### src/rtl/ecc_pmul_dual_sched.sv
// ecc_pmul_dual_sched
//   Sequencer for the two curve_mul_256 point-multiplication cores (A and B).
//   It launches the selected core(s) with a one-cycle ena pulse and checks that
//   every launched core acknowledges by dropping rdy. It then waits for rdy to
//   rise again and reports done/status/cycle count to the register block.
//   Run/ack timeouts and abort are enforced. The scope trigger is driven while
//   the cores run.
//
// Optional feature macro: ECC_SCHED_CYCLE_COUNT_EN
//   defined   : O_cycles counts busy cycles (saturating, 32-bit)
//   undefined : no counter logic, O_cycles tied to 0
//
// Ports
//   crypto_clk   clock shared with the cores
//   reset_i      asynchronous active-high reset (does not reset the cores)
//   I_start      start request, honoured only when idle
//   I_mode       00 A, 01 B, 10 A+B together, 11 A then B
//   I_abort      level; abandons the current operation
//   I_timeout    run-cycle limit per operation, 0 = unlimited
//   I_rdy_a/b    core rdy (high = idle/finished)
//   O_ena_a/b    one-cycle core start pulses
//   O_busy       operation in progress
//   O_done       one-cycle completion pulse (success or error)
//   O_status     {timeout, abort, ack_err}, sticky until next accepted start
//   O_trigger    high while the launched core(s) run
//   O_cycles     busy-cycle count of the last/current operation
module ecc_pmul_dual_sched #(
    parameter int pACK_CYCLES = 8,
    parameter int pTO_WIDTH   = 32
) (
    input  logic                 crypto_clk,
    input  logic                 reset_i,
    input  logic                 I_start,
    input  logic [1:0]           I_mode,
    input  logic                 I_abort,
    input  logic [pTO_WIDTH-1:0] I_timeout,
    input  logic                 I_rdy_a,
    input  logic                 I_rdy_b,
    output logic                 O_ena_a,
    output logic                 O_ena_b,
    output logic                 O_busy,
    output logic                 O_done,
    output logic [2:0]           O_status,
    output logic                 O_trigger,
    output logic [31:0]          O_cycles
);

    // ack_cnt only has to hold 0 .. pACK_CYCLES-1
    localparam int ACW = (pACK_CYCLES < 2) ? 1 : $clog2(pACK_CYCLES);
    localparam logic [ACW-1:0] ACK_LAST = ACW'(pACK_CYCLES - 1);

    localparam logic [2:0] S_IDLE   = 3'd0;
    localparam logic [2:0] S_LAUNCH = 3'd1;
    localparam logic [2:0] S_ACK    = 3'd2;
    localparam logic [2:0] S_RUN    = 3'd3;
    localparam logic [2:0] S_DONE   = 3'd4;

    localparam logic [1:0] M_B   = 2'b01;
    localparam logic [1:0] M_AB  = 2'b10;
    localparam logic [1:0] M_SEQ = 2'b11;

    // status encoding {timeout, abort, ack_err}
    localparam logic [2:0] ST_TO    = 3'b100;
    localparam logic [2:0] ST_ABORT = 3'b010;
    localparam logic [2:0] ST_ACK   = 3'b001;

    logic [2:0]           state_q, state_d;
    logic [1:0]           mode_q, mode_d;
    logic                 phase_b_q, phase_b_d;   // mode 11: second (B) phase
    logic [2:0]           status_q, status_d;
    logic                 ena_a_q, ena_a_d;
    logic                 ena_b_q, ena_b_d;
    logic [ACW-1:0]       ack_cnt;
    logic [pTO_WIDTH-1:0] run_cnt;

    logic use_a, use_b, all_low, all_high, to_hit, start_ok;

    // Which core(s) the current phase is waiting on
    assign use_a = (mode_q != M_B) && !(mode_q == M_SEQ && phase_b_q);
    assign use_b = (mode_q == M_B) || (mode_q == M_AB) || (mode_q == M_SEQ && phase_b_q);

    assign all_low  = (!use_a || !I_rdy_a) && (!use_b || !I_rdy_b);
    assign all_high = (!use_a ||  I_rdy_a) && (!use_b ||  I_rdy_b);
    assign to_hit   = (I_timeout != '0) && (run_cnt == I_timeout);
    assign start_ok = (state_q == S_IDLE) && I_start;

    // Exit priority inside a phase: completion > abort > timeout > ack_err.
    // An acknowledge seen in the same cycle as abort/timeout does not save it.
    always_comb begin
        state_d   = state_q;
        mode_d    = mode_q;
        phase_b_d = phase_b_q;
        status_d  = status_q;
        ena_a_d   = 1'b0;
        ena_b_d   = 1'b0;
        case (state_q)
            S_IDLE: begin
                if (I_start) begin
                    state_d   = S_LAUNCH;
                    mode_d    = I_mode;
                    phase_b_d = 1'b0;
                    status_d  = '0;
                    ena_a_d   = (I_mode != M_B);
                    ena_b_d   = (I_mode == M_B) || (I_mode == M_AB);
                end
            end
            S_LAUNCH: begin
                if (I_abort) begin
                    status_d = ST_ABORT;
                    state_d  = S_DONE;
                end else begin
                    state_d  = S_ACK;
                end
            end
            S_ACK: begin
                if (I_abort) begin
                    status_d = ST_ABORT;
                    state_d  = S_DONE;
                end else if (to_hit) begin
                    status_d = ST_TO;
                    state_d  = S_DONE;
                end else if (all_low) begin
                    state_d  = S_RUN;
                end else if (ack_cnt == ACK_LAST) begin
                    status_d = ST_ACK;
                    state_d  = S_DONE;
                end
            end
            S_RUN: begin
                if (all_high) begin
                    if (mode_q == M_SEQ && !phase_b_q) begin
                        // A finished: launch B next cycle, run counter keeps going
                        phase_b_d = 1'b1;
                        ena_b_d   = 1'b1;
                        state_d   = S_LAUNCH;
                    end else begin
                        state_d   = S_DONE;
                    end
                end else if (I_abort) begin
                    status_d = ST_ABORT;
                    state_d  = S_DONE;
                end else if (to_hit) begin
                    status_d = ST_TO;
                    state_d  = S_DONE;
                end
            end
            S_DONE:  state_d = S_IDLE;
            default: state_d = S_IDLE;
        endcase
    end

    always_ff @(posedge crypto_clk or posedge reset_i) begin
        if (reset_i) begin
            state_q   <= S_IDLE;
            mode_q    <= '0;
            phase_b_q <= 1'b0;
            status_q  <= '0;
            ena_a_q   <= 1'b0;
            ena_b_q   <= 1'b0;
            ack_cnt   <= '0;
            run_cnt   <= '0;
        end else begin
            state_q   <= state_d;
            mode_q    <= mode_d;
            phase_b_q <= phase_b_d;
            status_q  <= status_d;
            ena_a_q   <= ena_a_d;
            ena_b_q   <= ena_b_d;

            if (state_q == S_LAUNCH)
                ack_cnt <= '0;
            else if (state_q == S_ACK)
                ack_cnt <= ack_cnt + ACW'(1);

            if (start_ok)
                run_cnt <= '0;
            else if (state_q == S_ACK || state_q == S_RUN)
                run_cnt <= run_cnt + pTO_WIDTH'(1);
        end
    end

    assign O_busy    = (state_q == S_LAUNCH) || (state_q == S_ACK) || (state_q == S_RUN);
    assign O_done    = (state_q == S_DONE);
    assign O_trigger = (state_q == S_RUN);
    assign O_status  = status_q;
    assign O_ena_a   = ena_a_q;
    assign O_ena_b   = ena_b_q;

`ifdef ECC_SCHED_CYCLE_COUNT_EN
    logic [31:0] cyc_q;

    always_ff @(posedge crypto_clk or posedge reset_i) begin
        if (reset_i)
            cyc_q <= '0;
        else if (start_ok)
            cyc_q <= '0;
        else if (O_busy && cyc_q != 32'hFFFF_FFFF)
            cyc_q <= cyc_q + 32'd1;
    end

    assign O_cycles = cyc_q;
`else
    assign O_cycles = '0;
`endif

endmodule

### config.mk
export PLATFORM = sky130hd
export DESIGN_NAME = ecc_pmul_dual_sched
export DESIGN_NICKNAME = d
export VERILOG_FILES = /design/src/rtl/ecc_pmul_dual_sched.sv
export SDC_FILE = /design/constraint.sdc
export NUM_CORES = 1
export LEC_CHECK = 0
export BUFFER_PORTS_ARGS = -buffer_cell sky130_fd_sc_hd__buf_2
export CAP_MARGIN = 20
export CORE_AREA = 2 2 95 97
export DETAILED_ROUTE_END_ITERATION = 8
export DIE_AREA = 0 0 97 99
export PLACE_DENSITY_LB_ADDON = 0.1
export SLEW_MARGIN = 0
export SYNTH_ARGS = -nofsm -noshare
export SYNTH_HDL_FRONTEND = slang
export SYNTH_SLANG_ARGS = --single-unit
### constraint.sdc
create_clock -name crypto_clk -period 2.3 [get_ports crypto_clk]
set_input_delay 0.115 -clock crypto_clk [delete_from_list [all_inputs] [get_ports crypto_clk]]
set_output_delay 0.115 -clock crypto_clk [all_outputs]
set_load 0.1 [all_outputs]
Word level (Yosys, flattened, before mapping)
Cells that the tools add are included.
W data, S select, Z words.
- add/sub/neg operators: 2
- equal/unequal tests: 23
- multiplexer cells: 34
- reductions and logical operators: 33
- operators with widths (cell ; count):
    $mux W32 ; 2
    $mux W3 ; 20
    $add A32 B1 Y32 const B ; 1
    $eq A32 B32 Y1 ; 1
    $reduce_bool A32 Y1 ; 1
    $pmux W3 S4 ; 2
    $logic_or A1 B1 Y1 ; 10
    $mux W1 ; 8
    $ne A2 B1 Y1 const B ; 4
    $ne A4 B4 Y1 const B ; 2
    $logic_and A1 B1 Y1 ; 7
    $reduce_and A7 Y1 ; 1
    $eq A2 B2 Y1 const B ; 3
    $eq A3 B2 Y1 const B ; 2
    $eq A3 B3 Y1 const B ; 2
    $logic_not A1 Y1 ; 6
    $ne A2 B2 Y1 const B ; 3
    $reduce_bool A2 Y1 ; 3
    $ne A5 B5 Y1 const B ; 1
    $eq A2 B1 Y1 const B ; 2
    $ne A4 B2 Y1 const B ; 1
    $pmux W1 S2 ; 2
    $reduce_and A4 Y1 ; 1
    $reduce_bool A4 Y1 ; 1
    6 further kinds ; 6
- bits in registers: 46
- bits of input ports: 40
- output and inout bits: 40
- logic and storage cells: 100

Longest topological paths before layout
Gate-level depths: netlist of the first run.
- word-level depth: 11
- depth in mapped cells: 8
- gate-level depth less buffers: 8

Worst setup path before layout of the first run
OpenSTA, ideal clock, no wires.
- kind: reg-to-reg
- start: reg state_q[1]
- end: reg status_q[1], in the netlist O_status[1]
- arrival time: 2.415 ns
- path slack: -0.188 ns
- stages on the path, launching flop included: 5
- buffers on the path: 1
- clock period less this slack: 2.488 ns
- cell sequence: dfrtp_1 clkbuf_1 nor2_1 nor2_1 a32o_1
- cells in the longest elaborated chain, start to end: 3
- elaborated cells between the ends (all ways): 13
- classes of those cells: 9 x eq/ne; 1 x mux; 3 x reduce/logical
- ends and longest elaborated chain (item ; RTL line ; source):
    start, declared ; 67 ; logic [2:0] state_q, state_d;
    start signal, assigned ; 163 ; state_q <= state_d;
    $eq A3 B2 Y1 (tied with other cells) ; 96 ; case (state_q)
    $ne A4 B4 Y1 (no source line) (tied with other cells) ; - ;
    $reduce_and A7 Y1 (no source line) ; - ;
    end signal, assigned ; 166 ; status_q <= status_d;
    end, declared ; 70 ; logic [2:0] status_q, status_d;
Several ways; a longest one is shown, not always the timed one.
A chain may end at the register's enable or synchronous reset.

Worst setup path after layout of the first run
- start: reg run_cnt[2]
- end: reg run_cnt[26]
- cells in the longest elaborated chain, start to end: 3
- ends and longest elaborated chain (item ; RTL line ; source):
    start, declared ; 74 ; logic [pTO_WIDTH-1:0] run_cnt;
    start signal, assigned ; 178 ; run_cnt <= run_cnt + pTO_WIDTH'(1);
    $add A32 B1 Y32 ; 178 ;
    $mux W32 ; 177 ; else if (state_q == S_ACK || state_q == S_RUN)
    $mux W32 ; 175 ; if (start_ok)
Every way passes these cells. The select of a mux whose other input is x is not followed.

==> flow_summary.ini, run 1 <==
[worst_setup_path]
crit_slowest_cell = or4_1
slowest_delay_ns = 0.67
path_cells = and4_4 > o2111ai_4 > or4_1 > or3_1 > a21oi_1
path_max_fanout = 8
critPathKind = flop to flop
critical_path.endpoint_type = flop
cp.required_ns = 2.52
critical_path.top_delay_family = simple AND/OR/NAND/NOR gates
cp_num_buf_inv = 0
critical_path_depth = 5
cp.arrival_ns = 2.40
cp-startpoint = run_cnt[2]$_DFFE_PP0P_
startpoint_type = flop
ff2ff_path_depth = 5
reg2reg_from = run_cnt[2]$_DFFE_PP0P_

[clock_tree]
clk_latency_ns = 0.30
root_buffer = clkbuf_8
cts.clk_slew.worst_paths_ns = 0.08
cts_buffers = 5
htreeDepth = 2
cts_sinks = 46
clk_path_buf_depth = 2
cts_tree = built

[global_route]
grt_max_degree = 33
track_usage_pct = 16.1
grt_pass1_wl_mm = 12.4
first_global_vias = 2528
grt_overflow = 0
antenna_found_initial = 0

[drt]
ant_nets = 0
totalWireLength_mm = 7.58
vias = 2497
detail_route.vias_per_cell = 4.86
wl_per_cell_um = 14.7
drt_first_iter_violations = 43
drc_errors = 0
dr.pass1.iters = 4

[layout]
mostFrequentLayoutCell = buf_2
seqCellArea_mm2 = 0.00115
final_cell_mix = buf_2 (47), dfrtp_1 (46), xnor2_1 (45)
multiInputGateArea_mm2 = 0.00173
syn_to_final_growth_pct = 14.1
num_antenna_cells = 0
fin_area_mm2 = 0.00350
nets = 453
drive_above_1_share_pct = 19.2
num-fill-cells = 910

[placement]
io_buffers = 47
place_congestion = 0.865
placed_area_mm2 = 0.00341
dp_hpwl_mm = 5.96

[yosys]
syn-cell-area_mm2 = 0.00307
synth_area_leader_cell = dfrtp_1
avgSynthCellArea_um2 = 8.85
async_flop_share_pct = 100
synth_flop_cell = dfrtp_1
yosys_warnings = 0
synth.area.top_cells = dfrtp_1 (37%), xnor2_1 (13%), buf_4 (7.8%)
syn_inst = 347
yosysUniqueCellTypes = 47
yosys.area.top_type_share_pct = 37.5
synth.yosys.seq_area_share_pct = 37.5
synth-edff-count = 0
ys_ff_latch = 46

[timing]
skew_ns = 0.00615
fin_crit_ns = 2.18
report.final.hold_viol_count = 0
fin_tns_setup_ns = 0
rsz0062_at_grt = no
fin_crit_sh_pct = 95.0
tightest_slew_ns = 0.497
slew-limit-headroom_pct = 66.7
finalSetupViolCount = 0
final_max_slew_viol_count = 0
max_freq_mhz = 458

[power_and_ir_drop]
ir_drop_uv = 1190
power_density_mw_per_mm2 = 813
p_leak_nw = 1.54

[floorplanning]
die_w_um = 97
io_pins = 80
core_mm2 = 0.00855
num_rows = 34
die_h_um = 99
start_util_pct = 35.9
dieArea_mm2 = 0.00960

[hold_path]
hold_class = input port to flop
hold-path-cell-count = 3
holdCritStartpoint = I_mode[0]

[job]
max_cap_violations = 0

[run_status]
status = finished, final reports clean
==> flip-flops by register name (all words and copies together) (netlist names) <==
register and count:
O_ena_b 1, O_ena_a 1, state_q 3, run_cnt 32
ack_cnt 3, O_status 3, phase_b_q 1, mode_q 2
==> per-layer routing <==
metal / vias to the layer above / track usage [%] / share of wire [%] / wire, um
met5: - / 0 / 0 / 0
met4: 0 / 3.58 / 0.67 / 51
met3: 5 / 2.62 / 3.8 / 288
met2: 51 / 28.2 / 49 / 3720
met1: 1194 / 21.0 / 46 / 3520
li1: 1247 / - / - / -
==> timing repair <==
action                                 in CTS  in global routing
setup endpoints to repair                   0                  1
setup buffers                               0                  0
hold buffers                                1                  0
endpoints found under the hold margin      20                  0
gates resized for setup                     0                  1
==> logic make-up after synthesis <==
group           Yosys count  share of synthesized area (%)
other cells               1                          0.122
simple gates            143                           23.0
flops                    46                           37.5
mux                       1                          0.326
buf+inv                  51                           10.2
compound gates           39                           9.37
xor+xnor                 60                           17.1
fa+ha+maj                 6                           2.44
==> worst paths after layout <==
kind                                            to  slack [ns]
setup / recovery           run_cnt[26]$_DFFE_PP0P_        0.12
hold / removal               mode_q[0]$_DFFE_PP0P_        0.03
setup reg to reg           run_cnt[26]$_DFFE_PP0P_        0.12
hold reg to reg            O_status[2]$_DFFE_PP0P_        0.50
max in group asynchronous  run_cnt[20]$_DFFE_PP0P_        1.32
min in group asynchronous        O_ena_a$_DFF_PP0_        0.40
==> power by group <==
part	switching (mW)	internal, mW
sequential	0.0734	0.895
combinational	1.01	0.375
clock	0.260	0.232
total	1.35	1.50
==> final cells by class <==
class / count / area share (%)
Tap cell: 108 / 3.86
Timing Repair Buffer: 62 / 10.4
Multi-Input combinational cell: 281 / 49.4
Clock buffer: 6 / 2.36
Inverter: 11 / 1.18
Sequential cell: 46 / 32.9
==> stage by stage <==
step | instances | total power [mW] | hold WS [ns] | setup slack (ns) | utilization [%]
after floorplan | 378 | 2.09 | 0.199 | 0.288 | -
after global placement | 507 | 2.37 | 0.169 | 0.187 | 39.9
after detailed placement | 507 | 2.38 | 0.177 | 0.119 | 39.9
after CTS | 514 | 2.89 | 0.0219 | 0.0983 | 41.0
after global routing | 514 | 3.03 | 0.0505 | 0.0165 | 41.0
final | 514 | 2.85 | 0.0295 | 0.116 | 41.0
==> synth_stat cells (all sizes together) (2+ instances only) <==
cell type and number:
a31o 2, nor2 45, nor2b 5, o211ai 3
inv 11, nand2 29, and4 3, clkbuf 8
buf 32, a21oi 11, or3 6, nand4 16
nor4 11, dfrtp 46, nor3 7, nand2b 2
o32ai 2, xnor2 45, nand3 13, xor2 15
a22o 2, o21ai 6, or2 2, ha 6
==> worst register-to-register path, stage by stage, from the launching register on <==
cell       delay [ns]
dfrtp_1          0.45
and4_4           0.29
o2111ai_4        0.15
or4_1            0.67
or3_1            0.39
a21oi_1          0.16
(Power assumes the default switching activity.)
==> run 2, diff against run 1 <==
Settings changed: CTS_CLUSTER_SIZE set to 28, REMOVE_ABC_BUFFERS set to 1.
==> flow_summary.ini, run 2 (same netlist as run 1, synthesis figures left out) <==
[worst_setup_path]
ff2ff_path_depth = 7
path_cells = ha_1 > a211o_1 > o211ai_1 > a21oi_1 > or3_1 > a31o_2 > a32o_1
cp_num_buf_inv = 0
critPathKind = flop to flop
critical_path.endpoint_type = flop
cp.arrival_ns = 2.34
crit_slowest_cell = dfrtp_1
r2r_end = O_status[1]$_DFFE_PP0P_
cp.required_ns = 2.50
reg2reg_from = mode_q[0]$_DFFE_PP0P_
startpoint_type = flop
critical_path.top_delay_family = compound AO/OA/AOI/OAI gates
r2r_slack_ns = 0.16
slowest_delay_ns = 0.41
path_max_fanout = 4

[timing]
fin_crit_sh_pct = 93.1
slew-limit-headroom_pct = 58.7
tightest_slew_ns = 0.619
finalSetupViolCount = 0
rsz0062_at_grt = no
max_freq_mhz = 467
fin_tns_setup_ns = 0
skew_ns = 0.0111
report.final.hold_viol_count = 0
setup_ws_ns = 0.160
fin_crit_ns = 2.14
final_max_slew_viol_count = 0

[drt]
drt_first_iter_violations = 112
detail_route.vias_per_cell = 4.90
dr.pass1.iters = 4
wl_per_cell_um = 14.3
vias = 2536
totalWireLength_mm = 7.43
drc_errors = 0
ant_nets = 0

[power_and_ir_drop]
power_density_mw_per_mm2 = 818
p_leak_nw = 1.56
ir_drop_uv = 307
total_power_mw = 2.88

[global_route]
grt_pass1_wl_mm = 12.5
first_global_vias = 2458
track_usage_pct = 16.1
grt_overflow = 0
grt_max_degree = 47
antenna_found_initial = 0

[clock_tree]
htreeDepth = 2
cts_sinks = 46
root_buffer = clkbuf_8
cts_buffers = 5
post_cts_buffers = 0
clk_path_buf_depth = 2
cts.clk_slew.worst_paths_ns = 0.09
clk_latency_ns = 0.30
cts_tree = built

[floorplanning]
io_pins = 80
num_rows = 34
start_util_pct = 35.9
die_w_um = 97
die_h_um = 99
core_mm2 = 0.00855
dieArea_mm2 = 0.00960

[layout]
final_cell_mix = buf_2 (47), dfrtp_1 (46), xnor2_1 (45)
largest_register_ffs = 32
num-fill-cells = 888
num_antenna_cells = 0
instances_no_fill = 518
drive_above_1_share_pct = 19.8
nets = 455
regMostFlops = run_cnt
mostFrequentLayoutCell = buf_2
syn_to_final_growth_pct = 14.5

[placement]
io_buffers = 47
dp_hpwl_mm = 5.75
dp_cells = 509
pre_cts_slack_ns = 0.130
place_congestion = 0.883

[hold_path]
whs_endpoint = mode_q[0]$_DFFE_PP0P_
hold_class = input port to flop
hold-path-cell-count = 3
holdCritStartpoint = I_mode[0]

[job]
max_cap_violations = 0

[run_status]
status = finished, final reports clean
-- run 2: final cells by class --
class	count	area [um^2]	share of cell area, %
clock inverter	1	5.00	0.142
tap	108	135	3.84
timing repair buffer	64	365	10.4
inverter	11	41.3	1.17
multi-input combinational	281	1730	49.3
sequential	46	1150	32.7
clock buffer	7	86.3	2.46
-- run 2: per-layer routing --
layer	global-route usage [%]	part of all wire (%)	vias up
li1	-	-	1251
met1	23.2	49	1199
met2	25.2	45	82
met3	2.91	4.7	4
met4	3.58	0.74	0
met5	0	0	-
-- run 2: worst max path at each step --
| stage | cells after the start | start | end | slack (ns) |
|---|---|---|---|---|
| final | 7 | mode_q[0]$_DFFE_PP0P_ | O_status[1]$_DFFE_PP0P_ | 0.16 |
| after global routing | 7 | run_cnt[18]$_DFFE_PP0P_ | O_status[1]$_DFFE_PP0P_ | 0.02 |
| after CTS | 5 | run_cnt[8]$_DFFE_PP0P_ | run_cnt[24]$_DFFE_PP0P_ | 0.11 |
| after detailed placement | 5 | run_cnt[8]$_DFFE_PP0P_ | run_cnt[24]$_DFFE_PP0P_ | 0.13 |
| after global placement | 5 | run_cnt[2]$_DFFE_PP0P_ | run_cnt[28]$_DFFE_PP0P_ | 0.18 |
| after floorplan | 3 | state_q[1]$_DFFE_PP0P_ | O_status[1]$_DFFE_PP0P_ | -0.05 |
-- run 2: power by group --
| part | switching (mW) | total (mW) | leakage, nW | internal [mW] |
|---|---|---|---|---|
| registers | 0.0711 | 0.966 | 0.631 | 0.895 |
| clock network | 0.285 | 0.528 | 0.0482 | 0.243 |
| logic | 1.01 | 1.38 | 0.877 | 0.368 |
-- run 2: stage by stage --
| step | area (um^2) | util [%] | hold slack [ns] |
|---|---|---|---|
| 3_3_place_gp | 3410 | 39.9 | 0.324 |
| 4_1_cts | 3510 | 41.1 | 0.0165 |
| 3_5_place_dp | 3410 | 39.9 | 0.317 |
| 6_report | 3520 | 41.1 | 0.0219 |
| 5_1_grt | 3520 | 41.1 | 0.0278 |
| 2_1_floorplan | 2920 | - | 0.199 |
-- run 2: worst register-to-register path: stages, from the launching register on --
cell and delay, ns:
dfrtp_1 0.41, ha_1 0.25, a211o_1 0.32, o211ai_1 0.14, a21oi_1 0.10, or3_1 0.38, a31o_2 0.24, a32o_1 0.20
-- run 2: repair_timing --
item	4_1_cts	5_1_grt
setup endpoints to repair	0	6
endpoints found under the hold margin	37	0
hold buffers	1	0
resized for setup	0	3
==> run 3, diff against run 2 <==
Settings changed: CTS_CLUSTER_SIZE 28 to not set.
Clock period 2.3 ns to 2.48 ns, I/O delays scaled along.
==> flow_summary.ini, run 3 (same netlist as run 1, synthesis figures left out) <==
[run_status]
status = finished, final reports clean

[placement]
dp_hpwl_mm = 5.71
io_buffers = 47
pre_cts_slack_ns = 0.287
place_congestion = 0.853

[floorplanning]
dieArea_mm2 = 0.00960
start_util_pct = 35.9
die_h_um = 99
num_rows = 34
die_w_um = 97
core_mm2 = 0.00855
io_pins = 80

[layout]
largest_register_ffs = 32
num-fill-cells = 879
regMostFlops = run_cnt
nets = 447
syn_to_final_growth_pct = 12.5
final_cell_mix = buf_2 (47), dfrtp_1 (46), xnor2_1 (45)
utilization_pct = 40.4
mostFrequentLayoutCell = buf_2
seqCellArea_mm2 = 0.00115
drive_above_1_share_pct = 18.2
num_antenna_cells = 0
multiInputGateArea_mm2 = 0.00173

[timing]
report.final.hold_viol_count = 0
max_freq_mhz = 456
skew_ns = 0.00441
fin_crit_ns = 2.20
fin_tns_setup_ns = 0
finalSetupViolCount = 0
final_max_slew_viol_count = 0
tightest_slew_ns = 0.503
holdWs_ns = 0.0467
rsz0062_at_grt = no
slew-limit-headroom_pct = 66.2
setup_ws_ns = 0.285
fin_crit_sh_pct = 88.5

[global_route]
antenna_found_initial = 0
grt_overflow = 0
first_global_vias = 2376
track_usage_pct = 16.0
grt_max_degree = 37
grt_pass1_wl_mm = 12.4

[clock_tree]
cts_sinks = 46
post_cts_buffers = 0
cts_tree = built
cts.clk_slew.worst_paths_ns = 0.09
root_buffer = clkbuf_8
htreeDepth = 2
clk_latency_ns = 0.30
clk_path_buf_depth = 2
cts_buffers = 5

[worst_setup_path]
critPathKind = flop to flop
cp-startpoint = mode_q[0]$_DFFE_PP0P_
cp_num_buf_inv = 0
critical_path.top_delay_family = compound AO/OA/AOI/OAI gates
path_cells = ha_1 > a21boi_0 > o211ai_1 > a21oi_1 > or3_1 > a31o_2 > a32o_1
slowest_delay_ns = 0.41
critical_path.endpoint_type = flop
path_max_fanout = 3
cp.arrival_ns = 2.39
startpoint_type = flop
cp.required_ns = 2.67
crit_slowest_cell = dfrtp_1
reg2reg_from = mode_q[0]$_DFFE_PP0P_

[drt]
totalWireLength_mm = 7.41
drt_first_iter_violations = 75
ant_nets = 0
dr.pass1.iters = 4
wl_per_cell_um = 14.5
vias = 2468
drc_errors = 0
detail_route.vias_per_cell = 4.84

[power_and_ir_drop]
p_leak_nw = 1.51
power_density_mw_per_mm2 = 769
ir_drop_uv = 301

[hold_path]
holdCritStartpoint = I_mode[0]
hold_class = input port to flop

[job]
max_cap_violations = 0
==> run 3: power breakdown <==
part	switching, mW	internal (mW)
Combinational	0.940	0.326
Clock	0.265	0.226
Sequential	0.0689	0.830
==> run 3: layout make-up <==
cell class                 count  area share [%]
sequential                    46            33.3
clock inverter                 1           0.145
tap                          108            3.91
inverter                      11            1.19
timing repair buffer          56            8.83
clock buffer                   7            2.50
multi-input combinational    281            50.1
==> run 3: worst min-delay path, stage by stage <==
cell and delay, ns:
buf_2 0.09, nand2_1 0.04, nand2_1 0.05
==> run 3: metal layers <==
metal	share of wire (%)	vias to the layer above	global-route usage, %
li1	-	1236	-
met1	49	1158	22.7
met2	46	68	25.6
met3	4.4	6	2.98
met4	0.92	0	3.58
met5	0	-	0
==> run 3: per-stage QoR <==
stage / std cells / area (um^2) / total power, mW
5_1_grt: 510 / 3460 / 2.83
2_1_floorplan: 338 / 2920 / 1.87
3_3_place_gp: 501 / 3350 / 2.17
6_report: 510 / 3460 / 2.66
4_1_cts: 510 / 3450 / 2.67
3_5_place_dp: 501 / 3350 / 2.17
==> run 3: path summary, 6_finish.rpt <==
kind | cells past startpoint | to | slack (ns)
setup / recovery | 7 | O_status[1]$_DFFE_PP0P_ | 0.28
hold reg to reg | 1 | O_status[1]$_DFFE_PP0P_ | 0.50
min in group asynchronous | 3 | O_ena_a$_DFF_PP0_ | 0.28
max in group asynchronous | 4 | run_cnt[8]$_DFFE_PP0P_ | 1.45
setup reg to reg | 7 | O_status[1]$_DFFE_PP0P_ | 0.28
hold / removal | 3 | mode_q[0]$_DFFE_PP0P_ | 0.05
==> run 3: timing repair <==
action                                  4_1_cts  5_1_grt
gates resized for setup                       0        1
endpoints found under the setup margin        0        1
endpoints found under the hold margin        10        0
hold buffers                                  1        0
